### config.mk
export PLATFORM = sky130hd
export DESIGN_NAME = writeback_stage
export DESIGN_NICKNAME = d
export VERILOG_FILES = /design/src/rtl/writeback_stage_pkg.sv /design/src/rtl/writeback_stage_load_align.sv /design/src/rtl/writeback_stage.sv
export SDC_FILE = /design/constraint.sdc
export NUM_CORES = 1
export LEC_CHECK = 0
export ABC_AREA = 1
export CAP_MARGIN = 20
export CORE_UTILIZATION = 44
export CTS_CLUSTER_SIZE = 16
export DETAILED_ROUTE_END_ITERATION = 8
export GPL_TIMING_DRIVEN = 1
export HOLD_SLACK_MARGIN = 0.02
export PLACE_DENSITY_LB_ADDON = 0.08
export SLEW_MARGIN = 15
export SYNTH_ARGS = -nofsm -noshare
export SYNTH_HDL_FRONTEND = slang
export SYNTH_HIERARCHICAL = 1
export SYNTH_SLANG_ARGS = --single-unit
### constraint.sdc
create_clock -name clk -period 3.5 [get_ports clk]
set_input_delay 0.7 -clock clk [delete_from_list [all_inputs] [get_ports clk]]
set_output_delay 0.7 -clock clk [all_outputs]
set_load 0.02 [all_outputs]
### src/rtl/writeback_stage_pkg.sv
// Shared encodings for the memory/decode/writeback stages: write-back source select,
// load funct3 codes and the register-file write bundle.
package writeback_stage_pkg;

   localparam logic [1:0] WB_NONE = 2'd0;
   localparam logic [1:0] WB_ALU  = 2'd1;
   localparam logic [1:0] WB_LOAD = 2'd2;
   localparam logic [1:0] WB_RSVD = 2'd3;

   localparam logic [2:0] F3_LB  = 3'b000;
   localparam logic [2:0] F3_LH  = 3'b001;
   localparam logic [2:0] F3_LW  = 3'b010;
   localparam logic [2:0] F3_LBU = 3'b100;
   localparam logic [2:0] F3_LHU = 3'b101;

   typedef struct packed {
      logic [4:0]  rd;
      logic [31:0] data;
      logic        we;
   } wb_write_t;

endpackage

### src/rtl/writeback_stage_load_align.sv
// Combinational load alignment: picks the byte/half/word out of the dmem word
// and sign- or zero-extends it; flags funct3 codes that are not loads.
module writeback_stage_load_align
   import writeback_stage_pkg::*;
(
   input  logic [31:0] rdata,
   input  logic [1:0]  addr,
   input  logic [2:0]  funct3,
   output logic [31:0] data,
   output logic        bad_f3
);

   logic [7:0]  byte_sel;
   logic [15:0] half_sel;

   always_comb begin
      case (addr)
         2'd0:    byte_sel = rdata[7:0];
         2'd1:    byte_sel = rdata[15:8];
         2'd2:    byte_sel = rdata[23:16];
         default: byte_sel = rdata[31:24];
      endcase
      // Halfword select uses addr[1] only; addr[0] is ignored.
      half_sel = addr[1] ? rdata[31:16] : rdata[15:0];
   end

   always_comb begin
      data   = 32'd0;
      bad_f3 = 1'b0;
      case (funct3)
         F3_LB:   data = {{24{byte_sel[7]}}, byte_sel};
         F3_LH:   data = {{16{half_sel[15]}}, half_sel};
         F3_LW:   data = rdata;
         F3_LBU:  data = {24'd0, byte_sel};
         F3_LHU:  data = {16'd0, half_sel};
         default: bad_f3 = 1'b1;
      endcase
   end

endmodule

### src/rtl/writeback_stage.sv
// Final pipeline stage: retires ALU results directly, waits for dmem data on loads,
// and drives the register-file write port plus forwarding/stall/error signals.
module writeback_stage
   import writeback_stage_pkg::*;
#(
   parameter int TIMEOUT_CYCLES = 255
) (
   input  logic        clk,
   input  logic        reset,
   input  logic        stall,
   input  logic        mem_valid,
   output logic        mem_ready,
   input  logic [4:0]  mem_rd,
   input  logic [1:0]  mem_wb_sel,
   input  logic [31:0] mem_alu_result,
   input  logic [2:0]  mem_funct3,
   input  logic        dmem_rvalid,
   input  logic [31:0] dmem_rdata,
   output logic [4:0]  wd,
   output logic [31:0] w_data,
   output logic        w_enable,
   output logic        stall_req,
   output logic        fwd_valid,
   output logic        wb_err
);

   localparam logic [0:0] ST_IDLE      = 1'b0;
   localparam logic [0:0] ST_WAIT_LOAD = 1'b1;

   localparam int CNT_W = (TIMEOUT_CYCLES > 1) ? $clog2(TIMEOUT_CYCLES + 1) : 1;
   localparam logic [CNT_W-1:0] TIMEOUT_VAL = CNT_W'(TIMEOUT_CYCLES);

   logic [0:0]       state_reg, state_next;
   logic [CNT_W-1:0] cnt_reg, cnt_next, cnt_inc;
   logic [4:0]       ld_rd_reg, ld_rd_next;
   logic [1:0]       ld_addr_reg, ld_addr_next;
   logic [2:0]       ld_f3_reg, ld_f3_next;
   logic             park_valid_reg, park_valid_next;
   wb_write_t        park_reg, park_next;
   logic [4:0]       wd_reg, wd_next;
   logic [31:0]      w_data_reg, w_data_next;
   logic             w_enable_reg, w_enable_next;
   logic             wb_err_reg, wb_err_next;

   logic [31:0]      align_data;
   logic             align_bad;
   logic             handshake;
   wb_write_t        load_wr;

   writeback_stage_load_align u_load_align (
      .rdata  (dmem_rdata),
      .addr   (ld_addr_reg),
      .funct3 (ld_f3_reg),
      .data   (align_data),
      .bad_f3 (align_bad)
   );

   // A parked load result blocks new ops until it has been written.
   assign mem_ready = (state_reg == ST_IDLE) && !stall && !park_valid_reg;
   assign handshake = mem_valid && mem_ready;
   assign stall_req = (state_reg == ST_WAIT_LOAD);
   assign wd        = wd_reg;
   assign w_data    = w_data_reg;
   assign w_enable  = w_enable_reg;
   assign fwd_valid = w_enable_reg;
   assign wb_err    = wb_err_reg;

   always_comb begin
      load_wr.rd   = ld_rd_reg;
      load_wr.data = align_bad ? 32'd0 : align_data;
      load_wr.we   = !align_bad && (ld_rd_reg != 5'd0);
   end

   always_comb begin
      state_next      = state_reg;
      cnt_next        = cnt_reg;
      cnt_inc         = cnt_reg + 1'b1;
      ld_rd_next      = ld_rd_reg;
      ld_addr_next    = ld_addr_reg;
      ld_f3_next      = ld_f3_reg;
      park_valid_next = park_valid_reg;
      park_next       = park_reg;
      wd_next         = wd_reg;
      w_data_next     = w_data_reg;
      w_enable_next   = w_enable_reg;
      wb_err_next     = 1'b0;

      if (state_reg == ST_IDLE) begin
         // Any rvalid here belongs to no outstanding load.
         if (dmem_rvalid) begin
            wb_err_next = 1'b1;
         end
         if (!stall) begin
            if (park_valid_reg) begin
               wd_next         = park_reg.rd;
               w_data_next     = park_reg.data;
               w_enable_next   = park_reg.we;
               park_valid_next = 1'b0;
            end else begin
               w_enable_next = 1'b0;
               if (handshake) begin
                  if (mem_wb_sel == WB_ALU) begin
                     wd_next       = mem_rd;
                     w_data_next   = mem_alu_result;
                     w_enable_next = (mem_rd != 5'd0);
                  end else if (mem_wb_sel == WB_LOAD) begin
                     ld_rd_next   = mem_rd;
                     ld_addr_next = mem_alu_result[1:0];
                     ld_f3_next   = mem_funct3;
                     cnt_next     = '0;
                     state_next   = ST_WAIT_LOAD;
                  end
               end
            end
         end
      end else begin
         cnt_next = cnt_inc;
         if (dmem_rvalid) begin
            state_next  = ST_IDLE;
            wb_err_next = align_bad;
            if (stall) begin
               park_valid_next = 1'b1;
               park_next       = load_wr;
            end else begin
               wd_next       = load_wr.rd;
               w_data_next   = load_wr.data;
               w_enable_next = load_wr.we;
            end
         end else if ((TIMEOUT_CYCLES != 0) && (cnt_inc == TIMEOUT_VAL)) begin
            state_next  = ST_IDLE;
            wb_err_next = 1'b1;
         end
      end
   end

   always_ff @(posedge clk or posedge reset) begin
      if (reset) begin
         state_reg      <= ST_IDLE;
         cnt_reg        <= '0;
         ld_rd_reg      <= 5'd0;
         ld_addr_reg    <= 2'd0;
         ld_f3_reg      <= 3'd0;
         park_valid_reg <= 1'b0;
         park_reg       <= '0;
         wd_reg         <= 5'd0;
         w_data_reg     <= 32'd0;
         w_enable_reg   <= 1'b0;
         wb_err_reg     <= 1'b0;
      end else begin
         state_reg      <= state_next;
         cnt_reg        <= cnt_next;
         ld_rd_reg      <= ld_rd_next;
         ld_addr_reg    <= ld_addr_next;
         ld_f3_reg      <= ld_f3_next;
         park_valid_reg <= park_valid_next;
         park_reg       <= park_next;
         wd_reg         <= wd_next;
         w_data_reg     <= w_data_next;
         w_enable_reg   <= w_enable_next;
         wb_err_reg     <= wb_err_next;
      end
   end

endmodule

### Yosys cells after proc, flatten, opt, wreduce, memory -nomap -nowiden

Index checks and enable logic that the tools add are counted.

* equal/unequal tests: 15
* reductions and logical operators: 21
* multiplexer cells: 48
* add/sub/neg operators: 1
* bitwise gates (word level): 4

Operators with widths (count)
* 2-to-1 mux 32 bit: 8
* one-hot mux 32 bit (5 select lines): 1
* 2-to-1 mux 8 bit: 6
* 2-to-1 mux 5 bit: 7
* 2-to-1 mux 1 bit: 24
* one-hot mux 8 bit (3 select lines): 1
* 2-to-1 mux 16 bit: 1
* != test 2 bit, second input constant: 5
* AND reduction 5 bit: 2
* nonzero test 5 bit: 2
* AND reduction 3 bit: 3
* adder 8 x 1 -> 8 bit, second input constant: 1
* equality test 8 bit, second input constant: 1
* equality test 3 bit, second input constant: 2
* AND reduction 6 bit: 1
* nonzero test 3 bit: 2
* OR reduction 5 bit: 1
* equality test 2 x 1 -> 1 bit, second input constant: 2
* equality test 2 bit, second input constant: 2
* logical AND 1 bit: 4
* inverter 1 bit: 4
* nonzero test 2 bit: 2
* equality test 3 x 1 -> 1 bit, second input constant: 1
* equality test 3 x 2 -> 1 bit, second input constant: 1
* other kinds (4): 5

* input bits: 79
* register bits after elaboration: 97
* output and inout port bits: 42
* word-level logic and storage cells: 102

### Logic depth before layout (Yosys ltp)

Gate-level depths: netlist (run 1).

* depth after elaboration: 8
* depth in mapped cells: 13
* gate-level depth less buffers: 11

### Modules after synthesis

The synthesis (run 1) kept the hierarchy.

Modules (own cells, without submodules)
* writeback_stage: cells an instance 606, seq. area each 2427.3 µm², area each 4873.4 µm², instances 1
* writeback_stage_load_align: cells an instance 208, seq. area each 0.0 µm², area each 1147.4 µm², instances 1

### Worst setup path after synthesis (run 1)

No wires, ideal clock.

* path kind: register to output
* from: reg state_reg, in the netlist stall_req
* to: out mem_ready
* arrival: 1305 ps
* required time: 2800 ps
* path slack: 1495 ps
* cell stages (with the launch flop): 4
* path buffers: 2
* cells stage by stage: dfrtp_1 buf_6 clkbuf_1 nor3_1

* cells in the longest elaborated chain, start to end: 3

Ends and longest elaborated chain
* start, declared: line writeback_stage.sv:33 `logic [0:0] state_reg, state_next;`
* start signal, assigned: line writeback_stage.sv:150 `state_reg <= state_next;`
* inverter 1 bit (no source line)
* logical AND 1 bit (2 in series): line writeback_stage.sv:59 `assign mem_ready = (state_reg == ST_IDLE) && !stall && !park_valid_reg;`
* end, declared: line writeback_stage.sv:12 `output logic mem_ready,`

No other way between the ends.

### Worst setup path in the final report (run 1)

* from: in stall
* to: out mem_ready

* cells in the longest elaborated chain, start to end: 3

Ends and longest elaborated chain
* start, declared: line writeback_stage.sv:10 `input logic stall,`
* logical NOT 1 bit
* logical AND 1 bit (2 in series): line writeback_stage.sv:59

No other way between the ends.

==> results.tsv, run 1 <==
stage	metric	value	unit
run_status	outcome	complete, no violations	
final_layout	filler instances	1281	
synth	Mapped Cells	814	
final_layout	Area growth syn-to-layout	24.2	%
global_routing	first-pass GRT wire length	27.5	mm
setup_path	cell mode on critical path	clkdlybuf4s50_1	
clocking	worst skew pair latency	0.36	ns
final_layout	area of all placed cells without fillers	0.00748	sq mm
synth	share of the synthesized area in the top cell type	0.403	
route	DRC	0	
sta	final setup vio count	0	
pwr	total power	4.96	mW
route	ANT nets after route	0	
sta	f_max	0.383	GHz
setup_path	Critical Path Source Type	input pin	
setup_path	Setup CP Type	in -> out	
synth	ys async rst share	1.00	
synth	post-synthesis sequential area ratio	0.403	
worst_hold_path	WHS Path Cells	2	
synth	synthesized area	0.00602	sq mm
global_routing	vias in the first global route	5337	
route	post-DR wirelength/cell	15.1	microns
die	Initial Utilization	0.453	
pwr	peak supply drop	0.000351	V
clocking	postcts setup bufs	0	
clocking	CTS max path bufs	2	
pwr	Power Density	664	mW/mm^2
setup_path	data required time of the worst path	2.80	ns
die	Die Y	119	microns
setup_path	Critical Path AT	1.91	ns
synth	post-synth top area cell	dfrtp_1	
flow_run	max capacitance violation total	0	
global_routing	antenna violations before repair	0	
global_routing	GRT Util Overall	0.247	
clocking	clock sink count	97	
synth	Post-synth EDFFs	0	
sta	Max Slew Vio Count	0	
die	full die area	0.0142	sq mm
clocking	Root Buffer	clkbuf_16	
final_layout	share of cells above drive strength 1	0.116	
sta	clock period minus worst slack	2.61	ns
route	via count	5644	
synth	synth top area cells	dfrtp_1, nand2_1, o21ai_2	
final_layout	fin nets	987	
synth	Top FF cell, synth	dfrtp_1	
final_layout	most frequent cells in the layout	nand2_1, clkdlybuf4s50_1, dfrtp_1	
setup_path	crit-path leading delay family	buffers and inverters	
setup_path	crit path max fanout	3	
placed_design	placed instance area	0.00720	sq mm
clocking	CTS buffer count	9	
setup_path	CP max stage cell	clkdlybuf4s50_1	
sta	Post-Route Setup TNS	0	ns
setup_path	Worst setup EP type	primary output	
final_layout	Diodes inserted	0	
sta	Setup Skew	0.0112	ns
setup_path	CP Cell Sequence	clkdlybuf4s50_1 -> nor3_1 -> clkdlybuf4s50_1	
setup_path	Reg2Reg Depth	7	
sta	crit share post-route	0.746	
clocking	CTS clock-pin slew for the worst setup and hold paths	0.07	ns
placed_design	GPL Wtd Cong	0.895	
setup_path	peak per-stage delay on the critical path	0.63	ns
sta	Tightest Pin Transition	0.658	ns
synth	Yosys cell types	35	
die	row count	42	
route	Total Routed Length	16.5	mm
sta	slew margin rel.	0.562	
die	Die W	119	microns
placed_design	post-DP HPWL	11.8	mm
final_layout	commonest non-fill, non-tap cell in the layout	nand2_1	
route	post-DR vias/cell	5.19	
clocking	Post-CTS Hold Buffers	0	
synth	Synth Area per Inst	7.40	sq um
setup_path	Crit path depth	3	
clocking	cts repair resizes	0	
global_routing	pin count of the biggest net entering global routing	57	
route	drt first pass iters	5	
die	Core ar.	0.0133	sq mm
global_routing	total grt overflow	0	
die	Ports	121	
worst_hold_path	Hold Path Class	reg -> reg	
pwr	P_leak	3.55	nW
sta	RSZ-0062 raised after global routing	false	
sta	Hold WS	0.487	ns
route	Initial DRC Count	422	
final_layout	max FFs per register	38	
synth	post-synthesis register bit count	97	
final_layout	final design utilization	0.562	
sta	Fin. Hold Viols	0	
placed_design	Port-buffer cells	120	
setup_path	Crit path buffers/inverters	2	
synth	YS warnings	6	
synth	net count after synthesis	895	
clocking	CTS tree	done	
clocking	Max H-tree Level	3	
==> through the flow <==
stage,setup WS [ns],cells
after global routing,0.702,1087
final,0.888,1087
after CTS,0.875,1087
after detailed placement,0.871,1071
after global placement,0.883,1071
after floorplan,0.266,814
==> report_power, final <==
part,total [mW],internal (mW),switching (mW)
sequential,1.85,1.55,0.298
clock,0.963,0.494,0.469
combinational,2.15,0.917,1.23
==> worst min-delay path, delay by kind of cell (launching register included) <==
family,cells,cell delay [ns]
AO/OA/AOI/OAI,1,0.05
flip-flops,1,0.35
AND/OR/NAND/NOR,1,0.06
==> kinds of logic after synthesis <==
group / share of synthesized area
AO/OA/AOI/OAI: 0.181
adder cells (fa/ha/maj): 0.00416
buffers and inverters: 0.111
flip-flops: 0.403
AND/OR/NAND/NOR: 0.301
==> routing by layer <==
layer / wire length [microns] / vias to the layer above / global-route usage
met5: 0 / - / 0
met3: 847 / 19 / 0.0364
met1: 8160 / 2641 / 0.369
li1: - / 2803 / -
met2: 7140 / 181 / 0.365
met4: 314 / 0 / 0.0767
==> cell usage after synthesis, types with 2 or more instances <==
master / number
buf_2: 8
nand2_4: 2
buf_6: 14
dfrtp_1: 97
nand3b_1: 3
clkbuf_1: 20
buf_12: 2
nor3_4: 2
inv_4: 3
o21ai_2: 35
nor2_2: 4
ha_1: 2
nand2_1: 278
or2_2: 3
inv_2: 4
buf_4: 3
o22ai_1: 32
inv_1: 75
o21ai_0: 61
nand3_1: 34
nand3_2: 22
a21oi_1: 7
o211ai_1: 4
o21ai_1: 37
nor2_1: 52
==> final cells by class <==
class                           count  area (sq um)  share of cell area
Multi-Input combinational cell    586          2930               0.392
Timing Repair Buffer              130          1300               0.174
Clock inverter                      6          51.3             0.00686
Clock buffer                       10           229              0.0306
Inverter                           82           318              0.0425
Tap cell                          176           220              0.0295
Sequential cell                    97          2430               0.325
==> final timing paths <==
kind,start,end,slack (ns)
max,stall,mem_ready,0.89
max reg2reg,stall_req,park_reg[27],1.02
min reg2reg,park_reg[16],park_reg[16],0.49
min,park_reg[16],park_reg[16],0.49
max in group asynchronous,reset,park_reg[5],2.04
min in group asynchronous,reset,w_data[26],0.75
No activity file was read; power rests on OpenSTA's default activity.
==> run 2, diff against run 1 <==
==> constraint.sdc (replaced) <==
create_clock -name clk -period 2.5 [get_ports clk]
set_input_delay 0.5 -clock clk [delete_from_list [all_inputs] [get_ports clk]]
set_output_delay 0.5 -clock clk [all_outputs]
set_load 0.02 [all_outputs]
==> run 2 against run 1 <==
Compared with the run above: non-clock buffer count is 8 higher; clock skew is 0.0047 ns lower; utilization is 1.1 points higher; final cell count is 0.74% higher; hold slack worse by 0.075 ns; via count is 0.35% higher; combinational power is 41% higher; setup slack worse by 0.69 ns; sequential share of layout area is 0.63 points lower; register-to-register slack worse by 0.51 ns; die area stayed put; sequential power is 40% higher; critical endpoint unchanged.
==> results.tsv, run 2 (same netlist as run 1, synthesis figures left out) <==
stage	metric	value	unit
sta	Fin. Hold Viols	0	
setup_path	Worst setup EP type	primary output	
sta	RSZ-0062 raised after global routing	false	
final_layout	max FFs per register	38	
route	post-DR vias/cell	5.17	
clocking	Post-CTS Hold Buffers	0	
route	via count	5664	
flow_run	max capacitance violation total	0	
final_layout	commonest non-fill, non-tap cell in the layout	nand2_1	
setup_path	data required time of the worst path	2.00	ns
clocking	Root Buffer	clkbuf_16	
worst_hold_path	Hold Path Class	in -> async	
clocking	CTS buffer count	9	
route	Initial DRC Count	447	
route	Total Routed Length	16.3	mm
placed_design	Port-buffer cells	120	
die	full die area	0.0142	sq mm
route	DRC	0	
clocking	CTS clock-pin slew for the worst setup and hold paths	0.07	ns
global_routing	vias in the first global route	5463	
global_routing	first-pass GRT wire length	27.6	mm
sta	slew margin rel.	0.629	
setup_path	crit path max fanout	14	
setup_path	CP max stage cell	clkdlybuf4s50_1	
pwr	Power Density	927	mW/mm^2
sta	Setup Skew	0.00650	ns
clocking	clock sink count	97	
final_layout	most frequent cells in the layout	nand2_1, clkdlybuf4s50_1, dfrtp_1	
global_routing	GRT Util Overall	0.245	
pwr	peak supply drop	0.000512	V
die	Ports	121	
pwr	P_leak	3.63	nW
sta	final setup vio count	0	
sta	Hold WS	0.412	ns
clocking	CTS tree	done	
die	Die Y	119	microns
final_layout	share of cells above drive strength 1	0.125	
die	Core ar.	0.0133	sq mm
sta	Tightest Pin Transition	0.554	ns
pwr	total power	7.07	mW
die	Die W	119	microns
sta	Max Slew Vio Count	0	
sta	setup slack after layout	0.195	ns
final_layout	area of all placed cells without fillers	0.00762	sq mm
global_routing	total grt overflow	0	
clocking	Max H-tree Level	3	
placed_design	placed instance area	0.00732	sq mm
die	row count	42	
sta	f_max	0.434	GHz
global_routing	antenna violations before repair	0	
final_layout	Area growth syn-to-layout	26.6	%
die	Initial Utilization	0.453	
global_routing	pin count of the biggest net entering global routing	70	
placed_design	Place WS	0.291	ns
setup_path	Critical Path AT	1.80	ns
final_layout	Diodes inserted	0	
route	post-DR wirelength/cell	14.9	microns
clocking	cts repair resizes	0	
setup_path	CP Cell Sequence	nor3_1 -> clkdlybuf4s50_1	
clocking	worst skew pair latency	0.35	ns
setup_path	Setup CP Type	reg -> out	
sta	crit share post-route	0.922	
route	ANT nets after route	0	
run_status	outcome	complete, no violations	
sta	clock period minus worst slack	2.30	ns
setup_path	peak per-stage delay on the critical path	0.63	ns
placed_design	GPL Wtd Cong	0.903	
route	drt first pass iters	5	
clocking	postcts setup bufs	0	
final_layout	fin nets	995	
placed_design	post-DP HPWL	12.0	mm
sta	Post-Route Setup TNS	0	ns
setup_path	Critical Path Source Type	flop	
clocking	CTS max path bufs	2	
-- run 2: worst paths after layout --
path                                start           end  slack [ns]  depth (start not counted)
setup / recovery           park_valid_reg     mem_ready        0.20                          2
hold / removal                      reset    w_data[26]        0.41                          2
setup reg to reg             ld_f3_reg[1]    w_data[20]        0.51                          9
hold reg to reg              park_reg[15]  park_reg[15]        0.49                          2
max in group asynchronous           reset   park_reg[7]        1.53                          3
min in group clk             park_reg[15]  park_reg[15]        0.49                          2
-- run 2: per-stage QoR --
step,instances,util
3_3_place_gp,1079,0.551
5_1_grt,1095,0.573
4_1_cts,1095,0.573
2_1_floorplan,814,-
6_report,1095,0.573
3_5_place_dp,1079,0.551
-- run 2: layout make-up --
| cell class | count | area, sq um |
|---|---|---|
| fill | 1252 | 5670 |
| multi-input combinational | 586 | 2930 |
| sequential | 97 | 2430 |
| timing repair buffer | 138 | 1420 |
| inverter | 82 | 319 |
| clock buffer | 10 | 239 |
| tap | 176 | 220 |
| clock inverter | 6 | 65.1 |
-- run 2: report_power, final --
group / switching (mW) / leakage (nW) / internal (mW)
Combinational: 1.71 / 2.24 / 1.33
Clock: 0.633 / 0.149 / 0.805
Sequential: 0.411 / 1.23 / 2.17
Total: 2.76 / 3.63 / 4.31
-- run 2: critical path: cells and delay by family (launching register included) --
kind                   cells  cell delay [ns]
AND/OR/NAND/NOR            1             0.25
buffers and inverters      1             0.63
flip-flops                 1             0.57
-- run 2: metal layers --
layer / vias to the layer above / share of wire / GRT usage
li1: 2816 / - / -
met1: 2659 / 0.50 / 0.364
met2: 168 / 0.44 / 0.360
met3: 21 / 0.045 / 0.0359
met4: 0 / 0.020 / 0.0894
met5: - / 0 / 0
==> run 3, diff against run 2 <==
--- a/config.mk
+++ b/config.mk
@@ -10,6 +10,7 @@
 export CORE_UTILIZATION = 44
 export CTS_CLUSTER_SIZE = 16
 export DETAILED_ROUTE_END_ITERATION = 8
+export DONT_BUFFER_PORTS = 1
 export GPL_TIMING_DRIVEN = 1
 export HOLD_SLACK_MARGIN = 0.02
 export PLACE_DENSITY_LB_ADDON = 0.08
==> run 3 against run 2 <==
Compared with the run above: clock skew grew 0.0013 ns; non-clock buffer count shrank 118; flip-flop and latch count unchanged; combinational power fell by 32%; cell area down 15%; wire length shrank 1.3%; via count decreased by 9.7%; clock power grew 4%; utilization shrank 8.8 points.
==> results.tsv, run 3 (same netlist as run 1, synthesis figures left out) <==
stage	metric	value	unit
final_layout	Area growth syn-to-layout	7.32	%
placed_design	post-DP HPWL	12.1	mm
final_layout	commonest non-fill, non-tap cell in the layout	nand2_1	
pwr	Logic pwr share	0.319	
die	row count	42	
pwr	switching pwr	2.63	mW
die	Die Y	119	microns
clocking	CTS buffer count	9	
setup_path	cell mode on critical path	nand2_1	
route	ANT nets after route	0	
clocking	Post-CTS Hold Buffers	0	
sta	f_max	0.507	GHz
pwr	cell internal pwr	3.86	mW
sta	Tightest Pin Transition	0.523	ns
run_status	outcome	complete, no violations	
sta	Fin. Hold Viols	0	
setup_path	R2R Setup Slk	0.53	ns
final_layout	most frequent cells in the layout	nand2_1, dfrtp_1, inv_1	
sta	Post-Route Setup TNS	0	ns
setup_path	peak per-stage delay on the critical path	0.53	ns
sta	final setup vio count	0	
final_layout	max FFs per register	38	
clocking	CTS tree	done	
clocking	Max H-tree Level	3	
setup_path	data required time of the worst path	2.78	ns
setup_path	crit-path leading delay family	simple AND/OR/NAND/NOR gates	
pwr	Power Density	1000	mW/mm^2
global_routing	pin count of the biggest net entering global routing	49	
setup_path	crit path max fanout	24	
die	Die W	119	microns
clocking	Root Buffer	clkbuf_16	
setup_path	CP Cell Sequence	inv_4 -> nand2_4 -> nor2_2 -> nand3_4 -> nand3_1 -> nand2_1 -> o22ai_1 -> nand2_1 -> o21ai_2	
flow_run	max capacitance violation total	0	
final_layout	fin nets	877	
global_routing	GRT Util Overall	0.237	
pwr	total power	6.49	mW
final_layout	share of cells above drive strength 1	0.146	
global_routing	antenna violations before repair	0	
global_routing	first-pass GRT wire length	26.1	mm
clocking	CTS clock-pin slew for the worst setup and hold paths	0.07	ns
setup_path	Setup CP Type	reg -> reg	
final_layout	Diodes inserted	0	
final_layout	non-filler cells in the finished layout	977	
placed_design	Port-buffer cells	0	
die	full die area	0.0142	sq mm
placed_design	Placed Cells	961	
setup_path	Critical Path AT	2.25	ns
sta	crit share post-route	0.789	
route	drt first pass iters	5	
clocking	clock sink count	97	
setup_path	Critical Path Source Type	flop	
setup_path	worst reg2reg endpoint	w_data[27]	
pwr	Sw Share	0.405	
route	Total Routed Length	16.1	mm
die	Ports	121	
clocking	cts repair resizes	0	
setup_path	Worst setup EP type	flop	
route	post-DR vias/cell	5.24	
pwr	P_leak	3.18	nW
placed_design	GPL Wtd Cong	0.866	
final_layout	area of all placed cells without fillers	0.00646	sq mm
die	Initial Utilization	0.453	
setup_path	Crit path buffers/inverters	1	
route	DRC	0	
setup_path	Reg2Reg Depth	9	
sta	clock period minus worst slack	1.97	ns
die	Core ar.	0.0133	sq mm
setup_path	CP max stage cell	dfrtp_1	
pwr	peak supply drop	0.000453	V
final_layout	final design utilization	0.486	
global_routing	vias in the first global route	5003	
pwr	sequential share of power	0.451	
route	via count	5117	
sta	Max Slew Vio Count	0	
sta	RSZ-0062 raised after global routing	false	
setup_path	CP startpoint	ld_f3_reg[1]	
global_routing	total grt overflow	0	
placed_design	placed instance area	0.00613	sq mm
setup_path	worst reg2reg path startpoint	ld_f3_reg[1]	
route	Initial DRC Count	301	
clocking	postcts setup bufs	0	
sta	slew margin rel.	0.650	
clocking	worst skew pair latency	0.35	ns
sta	Setup Skew	0.00778	ns
route	post-DR wirelength/cell	16.4	microns
clocking	CTS max path bufs	2	
pwr	clock share of power	0.231	
worst_hold_path	Hold Path Class	in -> async	
-- run 3: cell count changes in the layout (fill, tap and decap cells not counted), sizes merged --
cell / before / now
clkbuf: 10 / 13
inv: 82 / 81
clkinv: 3 / 1
buf: 18 / 20
clkdlybuf4s50: 120 / 0
-- run 3: power by group through the flow --
| stage | logic, mW | clock network (mW) | registers (mW) |
|---|---|---|---|
| CTS | 2.10 | 1.54 | 2.93 |
| finish | 2.07 | 1.50 | 2.93 |
| detailed placement | 2.09 | 0 | 2.95 |
| global route | 2.38 | 1.59 | 3.00 |
| floorplan | 1.75 | 0 | 2.83 |
| global placement | 2.05 | 0 | 2.94 |
-- run 3: area by class of cell --
type,count,area [sq um]
inverter,82,319
clock inverter,3,46.3
fill,1384,6830
sequential,97,2430
timing repair buffer,20,238
multi-input combinational,586,2930
clock buffer,13,280
tap,176,220
-- run 3: through the flow --
stage,hold WS [ns],worst slack [ns]
finish,0.0338,0.529
floorplan,0.454,0.695
global route,0.0482,0.397
global placement,0.407,0.577
CTS,0.0334,0.507
detailed placement,0.410,0.527
-- run 3: worst max-delay path by stage --
| stage | slack (ns) | endpoint | cells past startpoint |
|---|---|---|---|
| detailed placement | 0.53 | w_data[27] | 9 |
| global route | 0.40 | w_data[31] | 9 |
| finish | 0.53 | w_data[27] | 9 |
| global placement | 0.58 | w_data[27] | 9 |
| CTS | 0.51 | mem_ready | 3 |
| floorplan | 0.70 | mem_ready | 3 |
-- run 3: metal layers --
| layer | track usage | part of all wire | vias to the layer above |
|---|---|---|---|
| met2 | 0.346 | 0.43 | 118 |
| met1 | 0.329 | 0.48 | 2393 |
| li1 | - | - | 2588 |
| met3 | 0.0785 | 0.072 | 18 |
| met5 | 0 | 0 | - |
| met4 | 0.0759 | 0.015 | 0 |
